==> config.mk <==
export PLATFORM = sky130hd
export DESIGN_NAME = line_drawer_flat
export DESIGN_NICKNAME = d
export VERILOG_FILES = /design/src/rtl/line_pkg.sv /design/src/rtl/line_drawer_if.sv /design/src/rtl/line_step.sv /design/src/rtl/line_drawer.sv /design/src/flat_wrapper.sv
export SDC_FILE = /design/constraint.sdc
export NUM_CORES = 1
export LEC_CHECK = 0
export BUFFER_PORTS_ARGS = -buffer_cell sky130_fd_sc_hd__buf_2
export CAP_MARGIN = 20
export CORE_MARGIN = 5
export CORE_UTILIZATION = 55
export CTS_CLUSTER_SIZE = 10
export DETAILED_ROUTE_END_ITERATION = 7
export PLACE_DENSITY = 0.83
export SLEW_MARGIN = 5
export SYNTH_ARGS = -nofsm -noshare
export SYNTH_HDL_FRONTEND = slang
export SYNTH_HIERARCHICAL = 1
export SYNTH_SLANG_ARGS = --single-unit
==> constraint.sdc <==
create_clock -name clk -period 6.36 [get_ports clk]
set_clock_uncertainty 0.1 [all_clocks]
set_input_delay 1.272 -clock clk [delete_from_list [all_inputs] [get_ports clk]]
set_output_delay 1.272 -clock clk [all_outputs]
set_load 0.01 [all_outputs]
==> src/rtl/line_pkg.sv <==
// Shared types and constants for the Bresenham line drawer.
package line_pkg;

  localparam int unsigned COORD_W_DEFAULT = 10;
  localparam int unsigned COLOR_W_DEFAULT = 4;

  // Visible frame-buffer size, used when clipping is compiled in.
  localparam int unsigned FB_WIDTH  = 640;
  localparam int unsigned FB_HEIGHT = 480;

  typedef enum logic [1:0] {
    StIdle,
    StSetup,
    StDraw
  } state_e;

endpackage

==> src/rtl/line_drawer_if.sv <==
// Request/response and frame-buffer write bundle for line_drawer.
// master: initiator side; slave: the drawer.
interface line_drawer_if
  import line_pkg::*;
#(
  parameter int unsigned COORD_W = COORD_W_DEFAULT,
  parameter int unsigned COLOR_W = COLOR_W_DEFAULT
) ();

  logic               start;
  logic [COORD_W-1:0] x0;
  logic [COORD_W-1:0] y0;
  logic [COORD_W-1:0] x1;
  logic [COORD_W-1:0] y1;
  logic [COLOR_W-1:0] color;
  logic [COORD_W-1:0] fb_x;
  logic [COORD_W-1:0] fb_y;
  logic [COLOR_W-1:0] data;
  logic               fb_we;
  logic               busy;
  logic               done;

  modport master (
    output start, x0, y0, x1, y1, color,
    input  fb_x, fb_y, data, fb_we, busy, done
  );

  modport slave (
    input  start, x0, y0, x1, y1, color,
    output fb_x, fb_y, data, fb_we, busy, done
  );

endinterface

==> src/rtl/line_step.sv <==
// One combinational Bresenham step: next err/x/y from the current point.
module line_step
  import line_pkg::*;
#(
  parameter int unsigned COORD_W = COORD_W_DEFAULT
) (
  input  logic signed [COORD_W+1:0] err_i,
  input  logic        [COORD_W:0]   dx_i,
  input  logic signed [COORD_W+1:0] dy_i,
  input  logic                      sx_neg_i,
  input  logic                      sy_neg_i,
  input  logic        [COORD_W-1:0] x_i,
  input  logic        [COORD_W-1:0] y_i,
  output logic signed [COORD_W+1:0] err_o,
  output logic        [COORD_W-1:0] x_o,
  output logic        [COORD_W-1:0] y_o
);

  localparam logic [COORD_W-1:0] One = 1;

  logic signed [COORD_W+2:0] e2;
  logic signed [COORD_W+2:0] dx_s;
  logic signed [COORD_W+2:0] dy_s;
  logic signed [COORD_W+2:0] err_acc;

  // Both axis updates test the same e2, so they may fire together.
  always_comb begin
    e2      = {err_i, 1'b0};
    dx_s    = {2'b00, dx_i};
    dy_s    = {dy_i[COORD_W+1], dy_i};
    err_acc = {err_i[COORD_W+1], err_i};
    x_o     = x_i;
    y_o     = y_i;
    if (e2 >= dy_s) begin
      err_acc = err_acc + dy_s;
      x_o     = sx_neg_i ? (x_i - One) : (x_i + One);
    end
    if (e2 <= dx_s) begin
      err_acc = err_acc + dx_s;
      y_o     = sy_neg_i ? (y_i - One) : (y_i + One);
    end
    err_o = err_acc[COORD_W+1:0];
  end

endmodule

==> src/rtl/line_drawer.sv <==
// Bresenham line drawer: one line per start rising edge, one pixel per cycle.
// Optional LINE_DRAWER_CLIP_EN suppresses writes outside the 640x480 frame.
module line_drawer
  import line_pkg::*;
#(
  parameter int unsigned COORD_W = COORD_W_DEFAULT,
  parameter int unsigned COLOR_W = COLOR_W_DEFAULT
) (
  input logic          clk,
  input logic          areset,
  line_drawer_if.slave bus
);

  state_e                    state_q;
  logic                      start_q;
  logic                      busy_q;
  logic                      done_q;
  logic        [COORD_W-1:0] x_q, y_q, x1_q, y1_q;
  logic        [COLOR_W-1:0] color_q;
  logic        [COORD_W:0]   dx_q;
  logic signed [COORD_W+1:0] dy_q;
  logic signed [COORD_W+1:0] err_q;
  logic                      sx_neg_q, sy_neg_q;
  logic        [COORD_W-1:0] fb_x_q, fb_y_q;
  logic        [COLOR_W-1:0] data_q;
  logic                      fb_we_q;

  logic        [COORD_W:0]   dx_c;
  logic signed [COORD_W+1:0] dy_c;
  logic signed [COORD_W+1:0] err_n;
  logic        [COORD_W-1:0] x_n, y_n;
  logic                      pix_vis;

  // Setup-phase deltas from the latched endpoints.
  always_comb begin
    dx_c = {1'b0, (x1_q >= x_q) ? (x1_q - x_q) : (x_q - x1_q)};
    dy_c = -$signed({2'b00, (y1_q >= y_q) ? (y1_q - y_q) : (y_q - y1_q)});
  end

`ifdef LINE_DRAWER_CLIP_EN
  assign pix_vis = (32'(x_q) < FB_WIDTH) && (32'(y_q) < FB_HEIGHT);
`else
  assign pix_vis = 1'b1;
`endif

  line_step #(
    .COORD_W (COORD_W)
  ) u_step (
    .err_i    (err_q),
    .dx_i     (dx_q),
    .dy_i     (dy_q),
    .sx_neg_i (sx_neg_q),
    .sy_neg_i (sy_neg_q),
    .x_i      (x_q),
    .y_i      (y_q),
    .err_o    (err_n),
    .x_o      (x_n),
    .y_o      (y_n)
  );

  // Control FSM with registered frame-buffer outputs. busy_q still set while
  // back in idle marks the done cycle.
  always_ff @(posedge clk or posedge areset) begin
    if (areset) begin
      state_q  <= StIdle;
      start_q  <= 1'b0;
      busy_q   <= 1'b0;
      done_q   <= 1'b0;
      x_q      <= '0;
      y_q      <= '0;
      x1_q     <= '0;
      y1_q     <= '0;
      color_q  <= '0;
      dx_q     <= '0;
      dy_q     <= '0;
      err_q    <= '0;
      sx_neg_q <= 1'b0;
      sy_neg_q <= 1'b0;
      fb_x_q   <= '0;
      fb_y_q   <= '0;
      data_q   <= '0;
      fb_we_q  <= 1'b0;
    end else begin
      start_q <= bus.start;
      done_q  <= 1'b0;
      fb_we_q <= 1'b0;
      unique case (state_q)
        StIdle: begin
          if (busy_q) begin
            busy_q <= 1'b0;
            done_q <= 1'b1;
          end else if (bus.start && !start_q) begin
            state_q <= StSetup;
            busy_q  <= 1'b1;
            x_q     <= bus.x0;
            y_q     <= bus.y0;
            x1_q    <= bus.x1;
            y1_q    <= bus.y1;
            color_q <= bus.color;
          end
        end
        StSetup: begin
          dx_q     <= dx_c;
          dy_q     <= dy_c;
          err_q    <= $signed({1'b0, dx_c}) + dy_c;
          sx_neg_q <= (x1_q < x_q);
          sy_neg_q <= (y1_q < y_q);
          state_q  <= StDraw;
        end
        StDraw: begin
          if (pix_vis) begin
            fb_x_q  <= x_q;
            fb_y_q  <= y_q;
            data_q  <= color_q;
            fb_we_q <= 1'b1;
          end
          if ((x_q == x1_q) && (y_q == y1_q)) begin
            state_q <= StIdle;
          end else begin
            x_q   <= x_n;
            y_q   <= y_n;
            err_q <= err_n;
          end
        end
        default: state_q <= StIdle;
      endcase
    end
  end

  assign bus.fb_x  = fb_x_q;
  assign bus.fb_y  = fb_y_q;
  assign bus.data  = data_q;
  assign bus.fb_we = fb_we_q;
  assign bus.busy  = busy_q;
  assign bus.done  = done_q;

endmodule

==> src/flat_wrapper.sv <==
// flat-port wrapper written by rule: the top's interface ports become plain ports
module line_drawer_flat import line_pkg::*;
#(
  parameter int unsigned COORD_W = COORD_W_DEFAULT,
  parameter int unsigned COLOR_W = COLOR_W_DEFAULT
)
  (clk, areset, bus_start, bus_x0, bus_y0, bus_x1, bus_y1, bus_color, bus_fb_x, bus_fb_y, bus_data, bus_fb_we, bus_busy, bus_done);
  line_drawer_if #(.COORD_W(COORD_W), .COLOR_W(COLOR_W)) bus_i ();
  input logic clk;
  input logic areset;
  input wire logic [$bits(bus_i.start)-1:0] bus_start;
  input wire logic [$bits(bus_i.x0)-1:0] bus_x0;
  input wire logic [$bits(bus_i.y0)-1:0] bus_y0;
  input wire logic [$bits(bus_i.x1)-1:0] bus_x1;
  input wire logic [$bits(bus_i.y1)-1:0] bus_y1;
  input wire logic [$bits(bus_i.color)-1:0] bus_color;
  output wire logic [$bits(bus_i.fb_x)-1:0] bus_fb_x;
  output wire logic [$bits(bus_i.fb_y)-1:0] bus_fb_y;
  output wire logic [$bits(bus_i.data)-1:0] bus_data;
  output wire logic [$bits(bus_i.fb_we)-1:0] bus_fb_we;
  output wire logic [$bits(bus_i.busy)-1:0] bus_busy;
  output wire logic [$bits(bus_i.done)-1:0] bus_done;
  assign bus_i.start = bus_start;
  assign bus_i.x0 = bus_x0;
  assign bus_i.y0 = bus_y0;
  assign bus_i.x1 = bus_x1;
  assign bus_i.y1 = bus_y1;
  assign bus_i.color = bus_color;
  assign bus_fb_x = bus_i.fb_x;
  assign bus_fb_y = bus_i.fb_y;
  assign bus_data = bus_i.data;
  assign bus_fb_we = bus_i.fb_we;
  assign bus_busy = bus_i.busy;
  assign bus_done = bus_i.done;
  line_drawer #(.COORD_W(COORD_W), .COLOR_W(COLOR_W)) u_core (.clk(clk), .areset(areset), .bus(bus_i));
endmodule
Word-level counts from Yosys, hierarchy flattened

Index checks and enable logic that the tools add are counted.

Register bits after elaboration: 110
Latch bits: 0
Memory bits (writable): 0
Bits in read-only memories: 0
Bits of input ports: 47
Output and inout bits: 27
Memories: 0

$add $sub $neg: 12
Multiply operators: 0
Div/mod/pow operators: 0
Magnitude comparators: 6
Eq/ne operators: 10
Shift operators: 0
Multiplexer cells: 27
Bitwise logic cells: 1
Reduce and logical (&&, ||, !) cells: 11

Operators by type and width:

| cell                    | number |
|---|---|
| $mux W10                | 12 |
| $pmux W10 S2            | 2 |
| $sub A10 B10 Y10        | 4 |
| $mux W12                | 3 |
| $pmux W12 S2            | 1 |
| $add A10 B1 Y10 const B | 2 |
| $eq A10 B10 Y1          | 2 |
| $ge A10 B10 Y1          | 2 |
| $lt A10 B10 Y1          | 2 |
| $sub A10 B1 Y10 const B | 2 |
| $ge A13 B12 Y1          | 1 |
| $le A13 B11 Y1          | 1 |
| $add A11 B12 Y12        | 1 |
| $add A12 B11 Y12        | 1 |
| $add A12 B12 Y12        | 1 |
| $neg A10 Y12            | 1 |
| $reduce_and A5 Y1       | 2 |
| $ne A2 B2 Y1 const B    | 4 |
| $mux W2                 | 3 |
| $pmux W2 S3             | 1 |
| $reduce_and A3 Y1       | 2 |
| $mux W1                 | 5 |
| $ne A2 B1 Y1 const B    | 2 |
| $reduce_bool A2 Y1      | 2 |
| 7 further kinds         | 8 |

Depth between registers and ports, before layout

Gate-level depths: netlist of the first run.

Depth in word-level cells: 6
Gate-level depth with buffers: 24
Gate-level depth less buffers: 23

By module

Netlist of the first run, hierarchy kept.

By module, submodules not included:

| module      | instances | cells each | area each (µm²) | seq. area each (µm²) |
|---|---|---|---|---|
| line_drawer | 1         | 737        | 6766.5          | 2752.6 |
| line_step   | 1         | 367        | 2647.5          | 0.0 |

Worst setup path after synthesis of the first run

No wires, ideal clock.

Kind: flip-flop to flip-flop
From: register u_core.y_q[4]
To: register u_core.err_q[11]
Setup time: 0.120 ns
Arrival: 4.635 ns
Path slack: 1.505 ns
Cell stages (with the launch flop): 22
Period minus slack after synthesis: 4.855 ns
Cell sequence: dfrtp_1 -> inv_1 -> ha_1 -> buf_2 -> and3_4 -> nor3b_2 -> or2_1 -> buf_6 -> nor2_8 -> mux2_2 -> ha_1 -> ha_1 -> a21o_1 -> a21oi_1 -> o21ai_0 -> o41ai_1 -> o21a_1 -> nor4_1 -> a311o_1 -> nor4_1 -> nor2_1 -> o211a_1

Cells in the longest elaborated chain, start to end: 5
Elaborated cells on any way between the ends: 11
Classes of those cells: add/sub (4); order compare (1); eq/ne (2); mux (2); reduce/logical (2)

RTL lines:

| element                  | RTL line           | text |
|---|---|---|
| from (decl)              | line_drawer.sv:18  | `logic [COORD_W-1:0] x_q, y_q, x1_q, y1_q;` |
| from (signal assigned)   | line_drawer.sv:96  | `y_q <= bus.y0;` |
| from (signal assigned)   | line_drawer.sv:121 | `y_q <= y_n;` |
| $ge A10 B10 Y1           | line_drawer.sv:37  | `dy_c = -$signed({2'b00, (y1_q >= y_q) ? (y1_q - y_q) : (y_q - y1_q)});` |
| $mux W10                 | line_drawer.sv:37  |  |
| $neg A10 Y12             | line_drawer.sv:37  |  |
| named net u_core.dy_c[1] | line_drawer.sv:29  | `logic signed [COORD_W+1:0] dy_c;` |
| $add A11 B12 Y12         | line_drawer.sv:105 | `err_q <= $signed({1'b0, dx_c}) + dy_c;` |
| $pmux W12 S2             | line_drawer.sv:87  | `unique case (state_q)` |
| to (signal assigned)     | line_drawer.sv:105 |  |
| to (signal assigned)     | line_drawer.sv:122 | `err_q <= err_n;` |
| to (decl)                | line_drawer.sv:22  | `logic signed [COORD_W+1:0] err_q;` |

The timed path passes the listed nets, and every way through them passes these cells.
A chain may end at the register's enable or synchronous reset.

Worst setup path in the final report of the first run

From: register u_core.y_q[6]
To: register u_core.err_q[11]

Same word-level chain as after synthesis.

==> results of run 1 <==
final cells by class:
| type | count | share of cell area |
|---|---|---|
| clock buffers | 10 | 0.02325 |
| repair buffers | 82 | 0.04212 |
| well taps | 220 | 0.02678 |
| multi-input cells | 865 | 0.5989 |
| flip-flops and latches | 110 | 0.2678 |
| inverters | 94 | 0.03457 |
| clock inverters | 5 | 0.006573 |
critical path, stage by stage, from the launching register on:
cell     delay (ns)
dfrtp_1        0.44
inv_1          0.07
ha_1           0.48
nand4_2        0.23
nor3b_2        0.29
or2_1          0.39
nor2_8         0.08
mux2_2         0.31
ha_1           0.30
ha_1           0.30
a21o_1         0.18
a21oi_1        0.20
o21ai_0        0.15
o41ai_1        0.53
o21a_1         0.29
nor4_1         0.07
a311o_1        0.35
nor4_1         0.23
nor2_1         0.07
o211a_1        0.24
flip-flops by register name, indices dropped and copies added (netlist names), 2 cells and up:
signal and cells:
u_core/state_q 2, u_core/bus.fb_x 10, u_core/bus.fb_y 10, u_core/color_q 4, u_core/err_q 12, u_core/dy_q 12
u_core/dx_q 10, u_core/x_q 10, u_core/x1_q 10, u_core/y1_q 10, u_core/y_q 10, u_core/bus.data 4
layout by cell type, fill, tap and decap left out, types with 9 or more instances in the layout:
master	Yosys	layout
nand2_1	173	173
ha_1	110	110
dfrtp_1	110	110
o21ai_0	101	101
inv_1	93	92
buf_2	11	73
nor2_1	57	56
a21oi_1	56	56
mux2_2	40	40
mux2i_1	34	34
xnor2_1	34	34
xor2_1	27	27
a21o_1	25	25
nor3_1	21	21
nor2b_1	17	16
nand3_1	15	15
o21a_1	12	12
nand2b_1	11	11
clkbuf_16	0	9
fa_1	9	9
buf_4	2	9
layer usage:
layer  wire length, um  GRT usage
met5                 0          0
met4               355    0.05354
met3              1324    0.03759
met2             11050     0.3989
met1             10370     0.3174
logic make-up (layout without fill, tap and decap cells):
group | count (synthesis) | count (layout) | synth area share
AND/OR/NAND/NOR | 336 | 336 | 0.1636
AO/OA/AOI/OAI | 272 | 272 | 0.1808
buffers and inverters | 130 | 191 | 0.05569
adder cells (fa/ha/maj) | 120 | 120 | 0.1664
flip-flops | 110 | 110 | 0.2924
multiplexers | 74 | 74 | 0.08400
XOR/XNOR | 61 | 61 | 0.05675
other | 1 | 2 | 0.0003983
through the flow:
stage	hold slack (ns)	setup slack, ns	std cells	utilization	area, um2
2_1_floorplan	0.3401	1.505	1105	-	9418
3_3_place_gp	0.3585	1.021	1371	0.5971	9972
3_5_place_dp	0.3621	1.019	1371	0.5971	9972
4_1_cts	0.3820	0.9592	1386	0.6154	10280
5_1_grt	0.4234	0.3806	1386	0.6154	10280
6_report	0.3766	0.9595	1386	0.6154	10280
worst max-delay path by stage:
stage,slack (ns),start,to,cells past startpoint
after floorplan,1.50,u_core/y_q[4],u_core/err_q[11],21
after global placement,1.02,u_core/y_q[6],u_core/err_q[11],19
after detailed placement,1.02,u_core/y_q[6],u_core/err_q[11],19
after CTS,0.96,u_core/y_q[6],u_core/err_q[11],19
after global routing,0.38,u_core/y_q[7],u_core/err_q[11],21
final,0.96,u_core/y_q[6],u_core/err_q[11],19
==> summary.txt, run 1 <==
Outcome
  – Status: completed

Route
  – Drc violations: 0
  – Via density per instance: 5.826
  – Detailed Route WL: 23.10 mm
  – Starting DRT DRC Count: ~570
  – Final ANT Viol Nets: 0
  – Number of detailed-route iterations in the first pass: 5
  – Vias: 8075
  – Routed wire per std cell: between 15 and 20 um

Synthesis
  – Most common cell in the netlist: nand2_1
  – Post-synthesis cell area: 9414 um2
  – Ranking of synthesized cells by area: dfrtp_1 (29%), ha_1 (15%), nand2_1 (6.9%), o21ai_0 (5.4%), mux2_2 (4.8%)
  – Number of synthesized register bits: 110
  – Mapped Cells: 1104
  – Post-synth top area cell: dfrtp_1
  – Asr flop ratio synth: 1.000
  – Top_reg_cell synth: dfrtp_1
  – Unique masters post-synth: 70
  – Avg Inst Size Synth: 8.527 um2
  – Synth warn: 6
  – Most frequent cells after synthesis: nand2_1 (173), dfrtp_1 (110), ha_1 (110)
  – Post-synth EDFFs: 0
  – Seq/Total Area, Yosys: 0.2924
  – Share of the synthesized area in the top cell type: 0.2924

Floorplan
  – Width of the die: 140.8 um
  – Core footprint: ~17000 um2
  – Io pins: 74
  – Die area: 19830 um2
  – # rows: 47
  – Starting Density: 0.5637
  – Die Y: 140.8 um

Clock network
  – Hold_buf cts: 0
  – Clk buf depth: 2
  – # Post-CTS Setup Buffers: 0
  – Cts bufs inserted: 9
  – Reg clk slew, reported paths: ~0.080 ns
  – Skew-Pair Late Insertion Delay: approximately 0.34 ns
  – H-tree level count: 3
  – TritonCTS clock tree: built
  – Resize count post-CTS: 0
  – CTS sink cnt: 110
  – Root Driver: clkbuf_16

Finish
  – Area growth, synth to finish: 9.184%
  – Antenna fix cells: 0
  – Final net count: 1328
  – Fillers: roughly 1400
  – Multi-input gate area: 6156 um2
  – Sequential Area: 2753 um2
  – Layout cells sized above 1: 0.1338

Timing
  – Fin crit share: 0.8491
  – Worst-Margin Slew: 0.8252 ns
  – Max-Slew Margin vs Limit: 0.4479
  – Endpoints failing hold: 0
  – Slew Limit Fails: 0
  – Unrepaired setup endpoints after global routing: false
  – Setup TNS: 0 ns
  – Max frequency: 185.2 MHz
  – Setup-failing EPs final: 0
  – Final critical-path required period: 5.401 ns

Min path
  – Hold Crit Start: u_core/color_q[3]
  – Hold depth: 2
  – WHS Endpoint: u_core/color_q[3]
  – Worst hold-check path type: reg2reg

Flow run
  – Max-cap violation count: 0

GRT
  – Vias in the first global route: 7852
  – Initial antenna violation count: 0
  – Gr usage total: 0.2350
  – Largest net degree at the start of global routing: 60
  – First-pass GRT wire length: 38.60 mm
  – Total grt overflow: 0

Setup path
  – Critical Path AT: 5.54 ns
  – R2r startpoint: u_core/y_q[6]
  – RR Endpoint: u_core/err_q[11]
  – Max FO, Critical Path: 10
  – Critical path required time: 6.49 ns
  – Reg2reg setup slack: 0.96 ns
  – Critical path startpoint category: flip-flop
  – Worst setup EP type: flip-flop
  – Crit Path Category: reg2reg
  – FF-to-FF path depth: 19

Placed design
  – # port buffers: 73
  – HPWL Detailed: ~18 mm
  – Final Wtd Congestion: 0.8686
Power of run 1 is left out: the tool's default activity adds up to more than one toggle a clock period on the data nets, which glitch-free logic cannot reach.
==> run 2, diff against run 1 <==
- ABC_AREA: unset -> 1
- PLACE_DENSITY: 0.83 -> 0.86
- clock period: 6.36 -> 4.7 ns (I/O delays scaled with it)
==> run 2 against run 1 <==
  * Non-clock buffer count up 4
  * Sequential share of layout area decreased by 2.1 points
  * Fmax rose by 24%
  * Setup slack lost 0.61 ns
  * Cell count is 30% higher
  * Core utilization fell by 1.1 points
  * Register-to-register slack got worse by 0.61 ns
  * Design area is 8.8% higher
  * Area after synthesis grew 9.0%
  * Die area increased by 8.4%
==> summary.txt, run 2 <==
Route
  – Metal3 WL: 1.632 mm
  – Via density per instance: 5.503
  – Top sig layer: met4
  – Starting DRT DRC Count: 789
  – Vias: 9899
  – WL met1: roughly 12 mm
  – Final ANT Viol Nets: 0
  – Detailed Route WL: around 27 mm
  – WL met2: 12.99 mm
  – Drc violations: 0
  – Number of detailed-route iterations in the first pass: 5
  – Routed wire per std cell: ~15 um

Clock network
  – Hold_buf cts: 0
  – Root Driver: clkbuf_16
  – CTS sink cnt: 110
  – TritonCTS clock tree: built
  – Skew-Pair Late Insertion Delay: 0.36 ns
  – H-tree level count: 3
  – Reg clk slew, reported paths: about 0.070 ns
  – Clk buf depth: 2
  – Cts bufs inserted: 9

Setup path
  – Critical Path AT: 4.50 ns
  – Critical path startpoint category: flip-flop
  – Worst setup EP type: flip-flop
  – Max FO, Critical Path: 7
  – CP Launch Point: u_core/y_q[6]
  – Crit Path Category: reg2reg
  – R2r startpoint: u_core/y_q[6]
  – Critical path required time: 4.84 ns
  – FF-to-FF path depth: 24

Outcome
  – Status: completed

Placed design
  – Final Wtd Congestion: 0.9485
  – HPWL Detailed: between 20 and 25 mm
  – # port buffers: 73
  – Pre-CTS WS: 0.3640 ns
  – Dpl cells: 1779

Floorplan
  – Width of the die: about 150 um
  – Starting Density: 0.5542
  – # rows: 50
  – Die Y: 146.6 um
  – Die area: 21490 um2
  – Core footprint: approximately 19000 um2
  – Io pins: 74

GRT
  – Gr usage total: 0.2570
  – Total grt overflow: 0
  – Initial antenna violation count: 0
  – Vias in the first global route: 9512
  – First-pass GRT wire length: 45.76 mm
  – Largest net degree at the start of global routing: 61

Timing
  – Endpoints failing hold: 0
  – Fin crit share: 0.9265
  – Slew Limit Fails: 0
  – Worst-Margin Slew: 0.9365 ns
  – Worst setup margin: 0.3457 ns
  – Unrepaired setup endpoints after global routing: true
  – Max-Slew Margin vs Limit: 0.3748
  – Max frequency: 229.7 MHz
  – Setup-failing EPs final: 0
  – Final critical-path required period: 4.354 ns

Synthesis
  – Synth warn: 6
  – Asr flop ratio synth: 1.000
  – Most frequent cells after synthesis: nand2_1 (489), inv_1 (203), dfrtp_1 (110), ha_1 (110), o21ai_0 (91)
  – Mapped Cells: 1497
  – Post-synthesis cell area: 10260 um2
  – Post-synth top area cell: dfrtp_1
  – Avg Inst Size Synth: 6.855 um2
  – Share of the synthesized area in the top cell type: 0.2682
  – Number of synthesized register bits: 110
  – Most common cell in the netlist: nand2_1
  – Post-synth EDFFs: 0
  – Top_reg_cell synth: dfrtp_1
  – Seq/Total Area, Yosys: 0.2682
  – Ranking of synthesized cells by area: dfrtp_1 (27%), nand2_1 (18%), ha_1 (13%), inv_1 (7.4%), o21ai_0 (4.4%)
  – Unique masters post-synth: 47

Finish
  – Antenna fix cells: 0
  – Util after Layout: 0.6041
  – Area growth, synth to finish: 9.010%
  – Fillers: between 1500 and 2000
  – Final non-filler cell total: 1799
  – Commonest non-fill, non-tap cells in the layout: nand2_1 (489), inv_1 (201), ha_1 (108)
  – Commonest non-fill, non-tap cell in the layout: nand2_1
  – Final net count: 1726
  – Layout cells sized above 1: 0.1131
  – Regs by FF count: u_core/dy_q (12), u_core/err_q (12)

Flow run
  – Max-cap violation count: 0

Min path
  – Hold Crit Start: u_core/bus.fb_x[9]
  – Worst hold-check path type: reg2reg
  – Hold depth: 2
[run 2: changes by cell type after synthesis, moves of 26 or more]
| cell | delta |
|---|---|
| nand3_1 | +63 |
| inv_1 | +110 |
| mux2_2 | -40 |
| nor2_1 | +26 |
| nand2_1 | +316 |
| mux2i_1 | -31 |
[run 2: worst paths after layout]
check | endpoint | slack [ns]
setup / recovery | u_core/err_q[10] | 0.35
hold / removal | u_core/bus.fb_x[9] | 0.38
setup reg to reg | u_core/err_q[10] | 0.35
hold reg to reg | u_core/bus.fb_x[9] | 0.38
max in group asynchronous | u_core/x_q[1] | 2.92
min in group asynchronous | u_core/bus.fb_we | 0.57
[run 2: stage by stage]
stage	setup TNS (ns)	instance area (um2)	hold WS, ns
after floorplan	0	10270	0.3492
after global placement	0	10840	0.3547
after detailed placement	0	10840	0.3721
after CTS	0	11140	0.3910
after global routing	-0.05555	11190	0.4156
final	0	11190	0.3834
[run 2: per-layer routing]
layer,vias to the layer above,global-route usage
li1,4907,-
met1,4571,0.3456
met2,375,0.4354
met3,46,0.02514
met4,0,0.08561
met5,-,0
[run 2: critical path, stage by stage (launching register included)]
cell and delay [ns]:
dfrtp_1 0.47, inv_1 0.09, ha_1 0.45, nand2_2 0.15, nor2_4 0.15, and3_2 0.30
nor2_8 0.07, nand2_2 0.07, nand3_2 0.08, nor2_4 0.20, xor2_2 0.24, ha_1 0.33
a21oi_1 0.19, o21ai_0 0.15, nand2_1 0.09, nand2_1 0.05, a21oi_1 0.16, nor2_1 0.07
o21ai_0 0.14, nand2_1 0.11, a21o_1 0.16, a21oi_1 0.16, xnor2_1 0.08, o21ai_1 0.11
nand2_1 0.06
[run 2: area by class of cell]
type | instances | area [um2] | share of cell area
sequential | 110 | 2756 | 0.2464
timing repair buffer | 86 | 462.9 | 0.04138
inverter | 217 | 819.5 | 0.07326
multi-input combinational | 1136 | 6550 | 0.5855
tap | 234 | 292.8 | 0.02617
clock inverter | 7 | 80.08 | 0.007158
clock buffer | 9 | 225.2 | 0.02013
[run 2: repair_timing]
action / in CTS / in global routing
buffers inserted: 0 / 4
endpoints found under the setup margin: 0 / 3
gates resized for setup: 0 / 8
[run 2: cells by family (layout without fill, tap and decap cells)]
kind of cell    count (synthesis)  in the layout  synth area share
simple gates                  740            740            0.3164
buf+inv                       252            319           0.09534
compound gates                217            217            0.1181
fa+ha+maj                     119            119            0.1517
flops                         110            110            0.2682
xor+xnor                       55             55           0.04694
mux                             3              3          0.002926
other cells                     1              2         0.0003654
Power of run 2 is left out for the same reason.
